--- src/rtl/masked_pkg.sv ---
`default_nettype none
// ============================================================================
// Module      : masked_pkg
// Description : Shared constants and types for the masked adder datapath
//               (share generator on the front, share recombiner on the back).
// Revision    : 1.0 - initial release
// ============================================================================
package masked_pkg;

    // Default operand width used by both sides of the masked adder
    localparam int c_DEFAULT_N = 4;

    // Mask generator defaults: x^16 + x^14 + x^13 + x^11 + 1, Galois form
    localparam int              c_LFSR_W = 16;
    localparam logic [15:0]     c_TAPS   = 16'hB400;
    localparam logic [15:0]     c_SEED   = 16'hACE1;

    // One Boolean-shared value: s0 ^ s1 recovers the plain value
    typedef struct packed {
        logic [c_DEFAULT_N-1:0] s0;
        logic [c_DEFAULT_N-1:0] s1;
    } share_pair_t;

endpackage : masked_pkg
`default_nettype wire

--- src/rtl/mask_lfsr.sv ---
`default_nettype none
// ============================================================================
// Module      : mask_lfsr
// Description : Galois LFSR producing fresh mask bits. Advances one step per
//               enable, can be reloaded; an all-zero load is replaced by SEED
//               so the register can never lock up at zero.
// Revision    : 1.0 - initial release
// ============================================================================
module mask_lfsr #(
    parameter int              W      = 16,
    parameter int              MASK_W = 8,
    parameter logic [W-1:0]    TAPS   = 16'hB400,
    parameter logic [W-1:0]    SEED   = 16'hACE1
) (
    input  logic              clk1,
    input  logic              rst,
    input  logic              en,
    input  logic              load,
    input  logic [W-1:0]      load_value,
    output logic [MASK_W-1:0] mask
);

    logic [W-1:0] r_state;
    logic [W-1:0] w_step;
    logic [W-1:0] w_load_value;

    // One Galois shift: feedback bit is the outgoing LSB
    always_comb begin
        w_step = {1'b0, r_state[W-1:1]} ^ (r_state[0] ? TAPS : {W{1'b0}});
    end

    // Zero is never a legal state, substitute the seed
    always_comb begin
        w_load_value = (load_value == {W{1'b0}}) ? SEED : load_value;
    end

    // State register: load wins over advance, hold otherwise
    always_ff @(posedge clk1 or posedge rst) begin
        if (rst) begin
            r_state <= SEED;
        end else if (load) begin
            r_state <= w_load_value;
        end else if (en) begin
            r_state <= w_step;
        end
    end

    assign mask = r_state[MASK_W-1:0];

endmodule : mask_lfsr
`default_nettype wire

--- src/rtl/pipe_share_gen.sv ---
`default_nettype none
// ============================================================================
// Module      : pipe_share_gen
// Description : Masking front end for the pipelined masked adder. Splits
//               operands a and b into two Boolean shares each using fresh
//               LFSR randomness and delivers them through a 2-stage
//               valid/ready pipeline.
// Revision    : 1.0 - initial release
// ============================================================================
module pipe_share_gen
    import masked_pkg::*;
#(
    parameter int                  N      = c_DEFAULT_N,
    parameter int                  LFSR_W = c_LFSR_W,
    parameter logic [LFSR_W-1:0]   TAPS   = c_TAPS,
    parameter logic [LFSR_W-1:0]   SEED   = c_SEED
) (
    input  logic              clk1,
    input  logic              rst,
    input  logic              in_valid,
    output logic              in_ready,
    input  logic [N-1:0]      a,
    input  logic [N-1:0]      b,
    input  logic              c_in,
    input  logic              seed_load,
    input  logic [LFSR_W-1:0] seed,
    output logic              out_valid,
    input  logic              out_ready,
    output logic [N-1:0]      a0,
    output logic [N-1:0]      a1,
    output logic [N-1:0]      b0,
    output logic [N-1:0]      b1,
    output logic              c_out
);

    // Reject configurations that cannot supply two independent masks or
    // that would start the LFSR in its stuck-at-zero state
    if (2 * N > LFSR_W) begin : g_bad_width
        $error("pipe_share_gen: 2*N must not exceed LFSR_W");
    end
    if (SEED == {LFSR_W{1'b0}}) begin : g_bad_seed
        $error("pipe_share_gen: SEED must be nonzero");
    end

    logic [2*N-1:0] w_mask;
    logic           w_s2_free;
    logic           w_s1_move;
    logic           w_accept;

    logic           r_s1_valid;
    logic [N-1:0]   r_s1_a;
    logic [N-1:0]   r_s1_b;
    logic           r_s1_c;
    logic [N-1:0]   r_s1_ma;
    logic [N-1:0]   r_s1_mb;

    // Mask source; advances only on an accepted operand so masks never repeat
    // across consecutive transactions
    mask_lfsr #(
        .W      (LFSR_W),
        .MASK_W (2 * N),
        .TAPS   (TAPS),
        .SEED   (SEED)
    ) u_mask_lfsr (
        .clk1       (clk1),
        .rst        (rst),
        .en         (w_accept),
        .load       (seed_load),
        .load_value (seed),
        .mask       (w_mask)
    );

    // Handshake: built only from registered valids and out_ready, so there is
    // no combinational path from in_valid to either ready or valid
    always_comb begin
        w_s2_free = !out_valid || out_ready;
        w_s1_move = r_s1_valid && w_s2_free;
        in_ready  = !r_s1_valid || w_s1_move;
        w_accept  = in_valid && in_ready;
    end

    // Stage 1: capture operands together with the current (pre-advance) mask
    always_ff @(posedge clk1 or posedge rst) begin
        if (rst) begin
            r_s1_valid <= 1'b0;
            r_s1_a     <= '0;
            r_s1_b     <= '0;
            r_s1_c     <= 1'b0;
            r_s1_ma    <= '0;
            r_s1_mb    <= '0;
        end else if (w_accept) begin
            r_s1_valid <= 1'b1;
            r_s1_a     <= a;
            r_s1_b     <= b;
            r_s1_c     <= c_in;
            r_s1_ma    <= w_mask[N-1:0];
            r_s1_mb    <= w_mask[2*N-1:N];
        end else if (w_s1_move) begin
            r_s1_valid <= 1'b0;
        end
    end

    // Stage 2: form the shares; only masked values reach the output registers
    always_ff @(posedge clk1 or posedge rst) begin
        if (rst) begin
            out_valid <= 1'b0;
            a0        <= '0;
            a1        <= '0;
            b0        <= '0;
            b1        <= '0;
            c_out     <= 1'b0;
        end else if (w_s1_move) begin
            out_valid <= 1'b1;
            a0        <= r_s1_ma;
            a1        <= r_s1_a ^ r_s1_ma;
            b0        <= r_s1_mb;
            b1        <= r_s1_b ^ r_s1_mb;
            c_out     <= r_s1_c;
        end else if (out_ready) begin
            out_valid <= 1'b0;
        end
    end

endmodule : pipe_share_gen
`default_nettype wire

--- config.mk ---
export PLATFORM = sky130hd
export DESIGN_NAME = pipe_share_gen
export DESIGN_NICKNAME = d
export VERILOG_FILES = /design/src/rtl/masked_pkg.sv /design/src/rtl/mask_lfsr.sv /design/src/rtl/pipe_share_gen.sv
export SDC_FILE = /design/constraint.sdc
export NUM_CORES = 1
export LEC_CHECK = 0
export BUFFER_PORTS_ARGS = -buffer_cell sky130_fd_sc_hd__buf_2
export CAP_MARGIN = 0
export CORE_MARGIN = 4
export CORE_UTILIZATION = 50
export DETAILED_ROUTE_END_ITERATION = 10
export PLACE_DENSITY = 0.85
export SETUP_SLACK_MARGIN = 0.5
export SYNTH_ARGS = -nofsm -noshare
export SYNTH_HDL_FRONTEND = slang
export SYNTH_SLANG_ARGS = --single-unit
export TNS_END_PERCENT = 30
--- constraint.sdc ---
create_clock -name clk1 -period 3.2 [get_ports clk1]
set_clock_uncertainty 0.15 [all_clocks]
set_input_delay 0.16 -clock clk1 [delete_from_list [all_inputs] [get_ports clk1]]
set_output_delay 0.16 -clock clk1 [all_outputs]
set_load 0.02 [all_outputs]
==> results.yml <==
final_layout:
  register_area_um2: 1310
  drive_gt1_share_pct: 43.1
  fill_cells: 337
  syn2layout_area_growth_pct: 26.2
  layout.nets: 277
  antenna_cells: 0
  multiInputGateArea_um2: 940
  fin_cells: 300
timing:
  final_max_slew_viol_count: 0
  finalHoldViolCount: 0
  max_freq_ghz: 0.590
  rsz0062_at_grt: "false"
  period_share_pct: 53.0
  relSlewSlack_pct: 30.4
  tightest_slew_ns: 1.04
  tns_ns: 0
  fin_crit_ns: 1.70
  setup_viol: 0
  whs_ns: 0.0186
  layout_setup_ws_ns: 1.50
global_routing:
  grt_first_pass_wirelength_um: 8160
  grt_max_degree: 53
  antenna_found_initial: 0
  grt_usage_pct: 17.2
  grt_overflow: 0
  grt_pass1_vias: 1704
clock_tree:
  cts_made_buffers: 5
  ctsResizeCount: 0
  numClockSinks: 52
  cts_tree: "built"
  insertion_delay_ns: 0.31
  clk_pin_slew_ns: 0.09
  cts_setup_buffers: 0
  hold_buffers: 25
  h-tree-depth: 2
  ctsLongestPathBuffers: 2
  clockRootBuffer: "clkbuf_8"
placement:
  placedCellCount: 267
  gp_congestion: 0.778
  dp_hpwl_um: 3210
  place_ws_ns: 1.49
  numPortBuffers: 48
drt:
  wire_per_inst_um: 15.7
  drt_iter0_drc: 84
  drt_wl_total_um: 4710
  firstDrtPassIters: 4
  vias_per_cell: 5.52
  vias: 1657
  ant_nets: 0
  drcViolationCount: 0
worst_setup_path:
  crit_required_ns: 3.24
  critPathLaunchType: "flop"
  worstPathArrival_ns: 1.74
  worstSetupPathType: "reg2reg"
  cp_slowest_stage_delay_ns: 0.43
  worst_path_max_delay_cell: "dfrtp_1"
  critical_path.max_fanout: 26
  path_cells: "nand3b_4 -> and2_4 -> mux2_2"
  cp-end-kind: "flop"
power:
  p_leak_nw: 1.35
  ir_worst_vdd_mv: 0.243
  power_density_nw_per_um2: 623
floorplan:
  start_util_pct: 52.5
  num_io_pins: 49
  die_h_um: 76.3
  dieArea_um2: 5820
  die_w_um: 76.3
  core_um2: 4440
  rows: 24
synth:
  synth_seq_cells: 52
  syn_area_um2: 2330
  syn_inst: 177
  syn_area_per_cell_um2: 13.2
  synth_nets: 207
  synthDistinctLibCells: 27
  ys_seq_area_share_pct: 56.2
  ys_warn_count: 0
worst_hold_path:
  hp-class: "in2reg"
job:
  cap_violations: 0
outcome:
  outcome: "finished, final reports clean"
[synth_stat cells, drive strengths merged]
cell type / count / area, µm²
clkbuf: 3 / 11.3
dfrtp: 44 / 1100
a21o: 4 / 30.0
and2: 1 / 8.76
a21boi: 6 / 45.0
and3: 6 / 37.5
nor4: 4 / 25.0
nand2b: 3 / 18.8
o32a: 6 / 60.1
dfstp: 8 / 210
xnor2: 2 / 17.5
inv: 6 / 22.5
a41o: 1 / 10.0
xor2: 9 / 78.8
or2: 2 / 12.5
nand4: 10 / 62.6
o211ai: 4 / 30.0
mux2: 30 / 338
buf: 7 / 48.8
o311ai: 4 / 65.1
nand2: 14 / 57.6
nand3b: 1 / 20.0
o221a: 2 / 22.5
[final timing paths]
check                                                            to                  start  cells after the start  slack, ns
worst min register to register                    a1[3]$_DFFE_PP0P_      a1[3]$_DFFE_PP0P_                      1       0.36
worst min-delay path            u_mask_lfsr.r_state[10]$_DFFE_PP1P_               seed[10]                      2       0.02
worst max-delay path                          r_s1_b[1]$_DFFE_PP0P_  out_valid$_DFFE_PP0P_                      3       1.50
min in group asynchronous                         b1[2]$_DFFE_PP0P_                    rst                      3       0.50
max in group asynchronous                         a1[3]$_DFFE_PP0P_                    rst                      3       1.76
worst max register to register                r_s1_b[1]$_DFFE_PP0P_  out_valid$_DFFE_PP0P_                      3       1.50
[registers in the layout (all words and copies together) (netlist names), 4 cells and up]
signal               cells
r_s1_a                   4
b0                       4
u_mask_lfsr.r_state     16
b1                       4
a0                       4
a1                       4
r_s1_mb                  4
r_s1_b                   4
r_s1_ma                  4
[report_power, final]
group | switching (W) | leakage [nW] | internal [W]
logic | 0.000255 | 0.683 | 0.000233
registers | 0.0000808 | 0.607 | 0.000805
clock network | 0.000224 | 0.0548 | 0.000236
[per-layer routing]
metal	vias up	global-route usage, %	part of all wire (%)
met2	47	28.5	49
met4	0	4.17	0.81
met3	4	4.26	4.6
met1	812	22.7	45
li1	794	-	-
met5	-	0	0
[cell families after synthesis]
group / after synthesis / synth area share (%)
muxes: 30 / 14.5
DFF: 52 / 56.2
xor gates and xnor gates: 11 / 4.13
buffers and inverters: 16 / 3.54
and+or+nand+nor: 41 / 10.4
AOI/OAI and AO/OA: 27 / 11.3
[cells in the final DEF, fill, tap and decap left out, types with 5 or more instances in the layout]
cell | netlist | routed
a21boi_0 | 6 | 6
dfstp_2 | 8 | 8
dlygate4sd3_1 | 0 | 25
nand4_1 | 10 | 10
xor2_1 | 9 | 9
and3_1 | 6 | 6
clkbuf_8 | 0 | 5
buf_2 | 3 | 48
o32a_1 | 6 | 6
dfrtp_1 | 44 | 44
mux2_2 | 30 | 30
inv_1 | 6 | 5
nand2_1 | 12 | 12
[area by class of cell]
type                       instances  area share, %
clock inverter                     3           1.57
tap                               52           2.21
sequential                        52           44.5
inverter                           6          0.765
clock buffer                       5           2.34
timing repair buffer              73           16.7
multi-input combinational        109           31.9
[critical path, delay by kind of cell, from the launching register on]
family           cells  cell delay [ns]
AND/OR/NAND/NOR      2             0.62
flip-flops           1             0.43
multiplexers         1             0.38
[stage by stage]
stage | utilization (%) | total power [W] | cell area [µm²]
2_1_floorplan | - | 0.00122 | 2330
3_3_place_gp | 58.0 | 0.00135 | 2580
3_5_place_dp | 58.0 | 0.00137 | 2580
4_1_cts | 66.2 | 0.00185 | 2940
5_1_grt | 66.2 | 0.00194 | 2940
6_report | 66.2 | 0.00183 | 2940
No activity file was read; power rests on OpenSTA's default activity.
